[src/rtl/mult_seq_ctrl_if.sv]
// Handshake bundle between the multiplier sequencing controller and its
// surroundings: debounced buttons and multiplier status in, strobes and
// display/status flags out.
interface mult_seq_ctrl_if;
  logic       btn_c;
  logic       btn_l;
  logic       btn_r;
  logic       mult_done;
  logic       load;
  logic [1:0] sel;
  logic       busy;
  logic       result_valid;
  logic       timeout_err;

  // Side that drives the buttons and reports multiplier completion.
  modport master (
    output btn_c, btn_l, btn_r, mult_done,
    input  load, sel, busy, result_valid, timeout_err
  );

  // The controller itself.
  modport slave (
    input  btn_c, btn_l, btn_r, mult_done,
    output load, sel, busy, result_valid, timeout_err
  );
endinterface

[src/rtl/mult_seq_ctrl.sv]
// Sequencing controller for a multi-cycle multiplier: starts an operation on
// the centre button, waits for completion with a timeout, then lets the user
// scroll a three-digit window across the BCD product.
module mult_seq_ctrl #(
  parameter int TIMEOUT = 32
) (
  input  logic          clk,
  input  logic          rst_n,
  mult_seq_ctrl_if.slave bus
);

  localparam int CNT_W = (TIMEOUT > 1) ? $clog2(TIMEOUT) : 1;
  localparam logic [CNT_W-1:0] CNT_MAX = CNT_W'(TIMEOUT - 1);

  typedef enum logic [1:0] {
    IDLE,
    LOAD,
    WAIT,
    SHOW
  } state_e;

  state_e           state_q, state_d;
  logic [CNT_W-1:0] wait_cnt_q, wait_cnt_d;
  logic             load_q, load_d;
  logic [1:0]       sel_q, sel_d;
  logic             busy_q, busy_d;
  logic             result_valid_q, result_valid_d;
  logic             timeout_err_q, timeout_err_d;

  assign bus.load         = load_q;
  assign bus.sel          = sel_q;
  assign bus.busy         = busy_q;
  assign bus.result_valid = result_valid_q;
  assign bus.timeout_err  = timeout_err_q;

  // Next-state and next-output decode; outputs are computed for the state
  // being entered so every output comes straight from a flop.
  always_comb begin
    state_d        = state_q;
    wait_cnt_d     = wait_cnt_q;
    load_d         = 1'b0;
    sel_d          = sel_q;
    busy_d         = busy_q;
    result_valid_d = result_valid_q;
    timeout_err_d  = timeout_err_q;

    case (state_q)
      IDLE: begin
        if (bus.btn_c) begin
          state_d        = LOAD;
          load_d         = 1'b1;
          busy_d         = 1'b1;
          result_valid_d = 1'b0;
          timeout_err_d  = 1'b0;
          sel_d          = 2'd0;
        end
      end

      LOAD: begin
        state_d    = WAIT;
        busy_d     = 1'b1;
        wait_cnt_d = '0;
      end

      WAIT: begin
        busy_d = 1'b1;
        // A done seen in the very first wait cycle may be left over from the
        // previous product, so it only counts from the second cycle on.
        if (bus.mult_done && (wait_cnt_q != '0)) begin
          state_d        = SHOW;
          busy_d         = 1'b0;
          result_valid_d = 1'b1;
        end else if (wait_cnt_q == CNT_MAX) begin
          state_d       = IDLE;
          busy_d        = 1'b0;
          timeout_err_d = 1'b1;
        end else begin
          wait_cnt_d = wait_cnt_q + CNT_W'(1);
        end
      end

      SHOW: begin
        if (bus.btn_c) begin
          state_d        = LOAD;
          load_d         = 1'b1;
          busy_d         = 1'b1;
          result_valid_d = 1'b0;
          timeout_err_d  = 1'b0;
          sel_d          = 2'd0;
        end else if (bus.btn_l && !bus.btn_r && (sel_q != 2'd2)) begin
          sel_d = sel_q + 2'd1;
        end else if (bus.btn_r && !bus.btn_l && (sel_q != 2'd0)) begin
          sel_d = sel_q - 2'd1;
        end
      end

      default: begin
        state_d = IDLE;
      end
    endcase
  end

  // State and output registers, cleared immediately by reset.
  always_ff @(posedge clk or negedge rst_n) begin
    if (!rst_n) begin
      state_q        <= IDLE;
      wait_cnt_q     <= '0;
      load_q         <= 1'b0;
      sel_q          <= 2'd0;
      busy_q         <= 1'b0;
      result_valid_q <= 1'b0;
      timeout_err_q  <= 1'b0;
    end else begin
      state_q        <= state_d;
      wait_cnt_q     <= wait_cnt_d;
      load_q         <= load_d;
      sel_q          <= sel_d;
      busy_q         <= busy_d;
      result_valid_q <= result_valid_d;
      timeout_err_q  <= timeout_err_d;
    end
  end

endmodule

[src/flat_wrapper.sv]
// flat-port wrapper written by rule: the top's interface ports become plain ports
module mult_seq_ctrl_flat 
#(
  parameter int TIMEOUT = 32
)
  (clk, rst_n, bus_btn_c, bus_btn_l, bus_btn_r, bus_mult_done, bus_load, bus_sel, bus_busy, bus_result_valid, bus_timeout_err);
  mult_seq_ctrl_if bus_i ();
  input  logic clk;
  input  logic rst_n;
  input wire logic [$bits(bus_i.btn_c)-1:0] bus_btn_c;
  input wire logic [$bits(bus_i.btn_l)-1:0] bus_btn_l;
  input wire logic [$bits(bus_i.btn_r)-1:0] bus_btn_r;
  input wire logic [$bits(bus_i.mult_done)-1:0] bus_mult_done;
  output wire logic [$bits(bus_i.load)-1:0] bus_load;
  output wire logic [$bits(bus_i.sel)-1:0] bus_sel;
  output wire logic [$bits(bus_i.busy)-1:0] bus_busy;
  output wire logic [$bits(bus_i.result_valid)-1:0] bus_result_valid;
  output wire logic [$bits(bus_i.timeout_err)-1:0] bus_timeout_err;
  assign bus_i.btn_c = bus_btn_c;
  assign bus_i.btn_l = bus_btn_l;
  assign bus_i.btn_r = bus_btn_r;
  assign bus_i.mult_done = bus_mult_done;
  assign bus_load = bus_i.load;
  assign bus_sel = bus_i.sel;
  assign bus_busy = bus_i.busy;
  assign bus_result_valid = bus_i.result_valid;
  assign bus_timeout_err = bus_i.timeout_err;
  mult_seq_ctrl #(.TIMEOUT(TIMEOUT)) u_core (.clk(clk), .rst_n(rst_n), .bus(bus_i));
endmodule
[config.mk]
export PLATFORM = sky130hd
export DESIGN_NAME = mult_seq_ctrl_flat
export DESIGN_NICKNAME = d
export VERILOG_FILES = /design/src/rtl/mult_seq_ctrl_if.sv /design/src/rtl/mult_seq_ctrl.sv /design/src/flat_wrapper.sv
export SDC_FILE = /design/constraint.sdc
export NUM_CORES = 1
export LEC_CHECK = 0
export ABC_AREA = 1
export CAP_MARGIN = 20
export CORE_MARGIN = 2
export CORE_UTILIZATION = 56
export DETAILED_ROUTE_END_ITERATION = 10
export PLACE_DENSITY = 0.82
export SLEW_MARGIN = 0
export SYNTH_ARGS = -nofsm -noshare
export SYNTH_HDL_FRONTEND = slang
export SYNTH_SLANG_ARGS = --single-unit
[constraint.sdc]
create_clock -name clk -period 4.7 [get_ports clk]
set_clock_uncertainty 0.15 [all_clocks]
set_input_delay 0.94 -clock clk [delete_from_list [all_inputs] [get_ports clk]]
set_output_delay 0.94 -clock clk [all_outputs]
set_load 0.01 [all_outputs]
Word level (Yosys, flattened, before mapping)
Index checks and enable logic that the tools add are counted.
{ "totals": {"ff_bits": 13, "inputBits": 6, "output_inout_bits": 6, "word_cells": 66} }
{ "classes": {"n_addsub": 3, "eq_ne": 13, "mux": 24, "reduce_logical": 19} }
{ "ops": {"columns": ["op", "n"], "rows": [
  ["2-bit two-way mux", 7],
  ["5-bit two-way mux", 2],
  ["5-bit case mux with 2 select lines", 1],
  ["1-bit two-way mux", 9],
  ["3-bit AND reduction", 3],
  ["2-bit inequality test (second input constant)", 4],
  ["2-bit nonzero test", 4],
  ["2-bit by 1-bit inequality test with 1-bit output (second input constant)", 3],
  ["2-bit case mux with 3 select lines", 1],
  ["5-bit by 1-bit adder with 5-bit output (second input constant)", 1],
  ["5-bit == test (second input constant)", 1],
  ["1-bit logical AND", 5],
  ["5-bit nonzero test", 1],
  ["2-bit == test (second input constant)", 2],
  ["4-bit by 2-bit inequality test with 1-bit output (second input constant)", 1],
  ["1-bit case mux with 2 select lines", 2],
  ["2-bit case mux with 2 select lines", 1],
  ["4-bit AND reduction", 1],
  ["3-bit by 1-bit inequality test with 1-bit output (second input constant)", 1],
  ["1-bit case mux with 3 select lines", 1],
  ["2-bit by 1-bit adder with 2-bit output (second input constant)", 1],
  ["2-bit by 1-bit == test with 1-bit output (second input constant)", 1],
  ["1-bit logical NOT", 2],
  ["2-bit logical NOT", 1],
  ["3 further kinds", 3]
]} }

Longest topological paths before layout
{ "logic_depth": {"ltp_word": 7, "ltp_mapped": 10} }

Worst setup path after synthesis
OpenSTA, ideal clock, no wires.
{ "synth_timing": {"path_type": "input to register", "startpoint": "in bus_btn_l", "endpoint": "reg u_core.sel_q[1], in the netlist u_core.bus.sel[1]", "setup_time_ns": 0.123, "arrival_ns": 1.379, "required_ns": 4.427, "path_slack_ns": 3.048, "stages": 7, "cell_sequence": "inv_1 nor2_1 nand2_1 nand3_1 nand2_1 nand2_1 o21ai_1"} }
{ "synth_via": {"elab_chain_len": 5, "elab_cells_between_ends": 10} }
{ "synth_lines": {"columns": ["element", "line", "rtl"], "rows": [
  ["start, declared", "flat_wrapper.sv:11", "input wire logic [$bits(bus_i.btn_l)-1:0] bus_btn_l;"],
  ["1-bit logical AND or 1-bit logical NOT (tied branches)", "mult_seq_ctrl.sv:90, mult_seq_ctrl.sv:92", null],
  ["1-bit logical AND (on tied branches)", "mult_seq_ctrl.sv:90, mult_seq_ctrl.sv:92", null],
  ["2-bit two-way mux or 1-bit logical AND (tied branches)", "mult_seq_ctrl.sv:90, mult_seq_ctrl.sv:92", null],
  ["2-bit two-way mux or 4-bit by 2-bit inequality test with 1-bit output (tied branches)", null, null],
  ["2-bit case mux with 2 select lines or 3-bit AND reduction (tied branches)", null, null],
  ["end signal, assigned", "mult_seq_ctrl.sv:117", "sel_q <= sel_d;"],
  ["end, declared", "mult_seq_ctrl.sv:25", "logic [1:0] sel_q, sel_d;"]
]} }
Several ways; a longest one is shown, not always the timed one.
A chain may end at the register's enable or synchronous reset.

Worst setup path after layout
{ "layout_timing": {"startpoint": "reg u_core.sel_q[1], in the netlist u_core.bus.sel[1]", "endpoint": "out bus_sel[1]"} }
{ "layout_lines": {"columns": ["element", "line", "rtl"], "rows": [
  ["end, declared", "flat_wrapper.sv:15", "output wire logic [$bits(bus_i.sel)-1:0] bus_sel;"]
]} }
No word-level cell between the ends.

==> flow_summary.ini <==
[clock_network]
ctsHoldBuffers = 0
postCtsResizedCells = 0
h-tree-depth = 1
clk_latency_ns = 0.28
cts.sinks = 13
path_clk_slew_ns = 0.08
cts_buffers = 3
cts_root_buffer = clkbuf_4
postCtsSetupRepairBufs = 0
cts_buffer_depth = 2
cts_tree = done

[route]
via_count = 708
dr.pass1.iters = 4
drc = 0
detail-route-antenna-nets = 0
viasPerCell = 5.130
drt-wirelength-per-cell_microns = 11.16
drt_iter0_drc = 17
wirelength_microns = 1540

[global_routing]
grt_antenna_before_repair = 0
grtUsageTotal = 0.2039
grt_pass1_vias = 712
grt_pass1_wl_microns = 2780
grt-ovfl-total = 0
grt_max_degree = 14

[timing]
rsz0062_at_grt = false
postLayoutSetupSlackWorst_ns = 2.356
fin_crit_sh = 0.4988
tns_ns = 0
setup_viol = 0
max_freq_mhz = 426.6
slew-limit-headroom = 0.6047
slew_viol_final = 0
tightest_slew_ns = 0.5911
finalHoldViolations = 0
finalCriticalPeriod_ns = 2.344

[logic_synthesis]
synthMuxAreaShare = 0
synthCells = 108
syn_nets = 122
yosysWarningCount = 0
ys_seq_area_frac = 0.3824
synthSimpleGateAreaFrac = 0.3250
synth_seq_cells = 13
syn_area_per_cell_sq_um = 7.878
synth_top_family_by_area = simple AND/OR/NAND/NOR gates
synth_compound_area_frac = 0.08529
synthXorXnorAreaFrac = 0.01029
synthAdderAreaFrac = 0.1176
synth_cell_types = 20
synthesis.area_sq_um = 850.8

[run_status]
outcome = completed

[power_and_ir_drop]
p_leak_uw = 0.0004851
irDropWorstVdd_mv = 0.2967
powerDensity_mw_per_mm2 = 577.5

[die]
rows = 14
die-width_microns = 42.98
start_util = 0.5782
core_area_sq_mm = 0.001471
die_y_microns = 42.98
dieArea_sq_mm = 0.001847
ios = 12

[layout]
layout_commonest_cell = nand2_1
design_area_sq_mm = 0.001001
nets = 137
area_growth_pct = 17.65
final_cell_mix = nand2_1, inv_1, dfrtp_1, clkdlybuf4s50_1
diodes = 0
fill_cells = 115
drive_above_1_share = 0.1230

[critical_path]
cp-end-kind = output port
worstSetupStartpointType = flip-flop
slowest_stage = clkdlybuf4s50_1
crit_fanout = 6
cp_num_buf_inv = 1
worstPathRequired_ns = 3.61
crit_chain = clkdlybuf4s50_1
critPathKind = reg2out
cpPeakStageDelay_ns = 0.56
crit_family = buffers and inverters
worstPathArrival_ns = 1.25

[placed_design]
dp_hpwl_microns = 1218
numPortBuffers = 11
placed_cell_area_sq_um = 973.4
routabilityCongestion = 0.7543
dp_slack_ns = 2.485

[job]
cap_violations = 0

[hold_path]
min_path_type = reg2reg
==> per-stage QoR <==
stage | util | instances | hold WS, ns | total power (uW)
after floorplan | - | 108 | 0.3312 | 413.7
after global placement | 0.6616 | 134 | 0.3107 | 496.0
after detailed placement | 0.6616 | 134 | 0.3139 | 509.4
after CTS | 0.6803 | 138 | 0.3369 | 581.7
after global routing | 0.6803 | 138 | 0.3877 | 633.7
final | 0.6803 | 138 | 0.3329 | 578.1
==> flip-flops by register name (all words and copies together), names as in the netlist <==
signal,cells
u_core.bus.sel,2
u_core.state_q,2
u_core.bus.result_valid,1
u_core.bus.timeout_err,1
u_core.bus.load,1
u_core.bus.busy,1
u_core.wait_cnt_q,5
==> path summary, 6_finish.rpt <==
path / startpoint / end / slack [ns] / cells past startpoint
setup / recovery: u_core.bus.sel[1]$_DFFE_PN0P_ / bus_sel[1] / 2.36 / 1
hold / removal: u_core.bus.result_valid$_DFFE_PN0P_ / u_core.bus.result_valid$_DFFE_PN0P_ / 0.33 / 2
setup reg to reg: u_core.wait_cnt_q[0]$_DFFE_PN0P_ / u_core.wait_cnt_q[0]$_DFFE_PN0P_ / 2.93 / 9
hold reg to reg: u_core.bus.result_valid$_DFFE_PN0P_ / u_core.bus.result_valid$_DFFE_PN0P_ / 0.33 / 2
max in group asynchronous: rst_n / u_core.bus.result_valid$_DFFE_PN0P_ / 3.14 / 1
min in group asynchronous: rst_n / u_core.wait_cnt_q[2]$_DFFE_PN0P_ / 0.88 / 1
==> Yosys cell counts <==
library cell,count,area (sq um)
nand2_4,3,33.78
inv_1,14,52.55
o21ai_1,7,35.03
o21ai_2,1,8.760
nand3_1,9,45.04
nand2_2,2,12.51
o21a_2,1,8.760
buf_4,1,7.510
dfrtp_1,13,325.3
nand2_1,29,108.9
a21oi_1,2,10.01
nor2_4,1,11.26
inv_2,2,7.510
ha_1,8,100.1
xor2_1,1,8.760
nand3b_1,1,7.510
nand4_1,1,6.260
nor2_1,9,33.78
o21ai_0,2,10.01
nand3_4,1,17.52
==> layer usage <==
metal,track usage,wire (microns),vias up
met3,0.03830,50,5
li1,-,-,366
met1,0.2364,731,324
met2,0.3545,721,13
met4,0.1030,36,0
met5,0,0,-
==> cell families after synthesis <==
kind of cell	count (synthesis)
AOI/OAI and AO/OA	13
xor gates and xnor gates	1
adders and majority gates	8
buffers and inverters	17
DFF	13
and+or+nand+nor	56
==> final cells by class <==
cell class                      count  area [sq um]  share of cell area
Multi-Input combinational cell     78         457.9              0.4575
Sequential cell                    13         325.3              0.3250
Timing Repair Buffer               11         110.1              0.1100
Inverter                           16         60.06             0.06000
Clock buffer                        3         22.52             0.02250
Tap cell                           16         20.02             0.02000
Clock inverter                      1         5.005            0.005000
==> where the power goes <==
group / internal [uW] / total [uW] / switching, uW
clock network: 31.6 / 70.9 / 39.3
registers: 149 / 180 / 31.1
logic: 135 / 327 / 192
No activity file was read; power rests on OpenSTA's default activity.
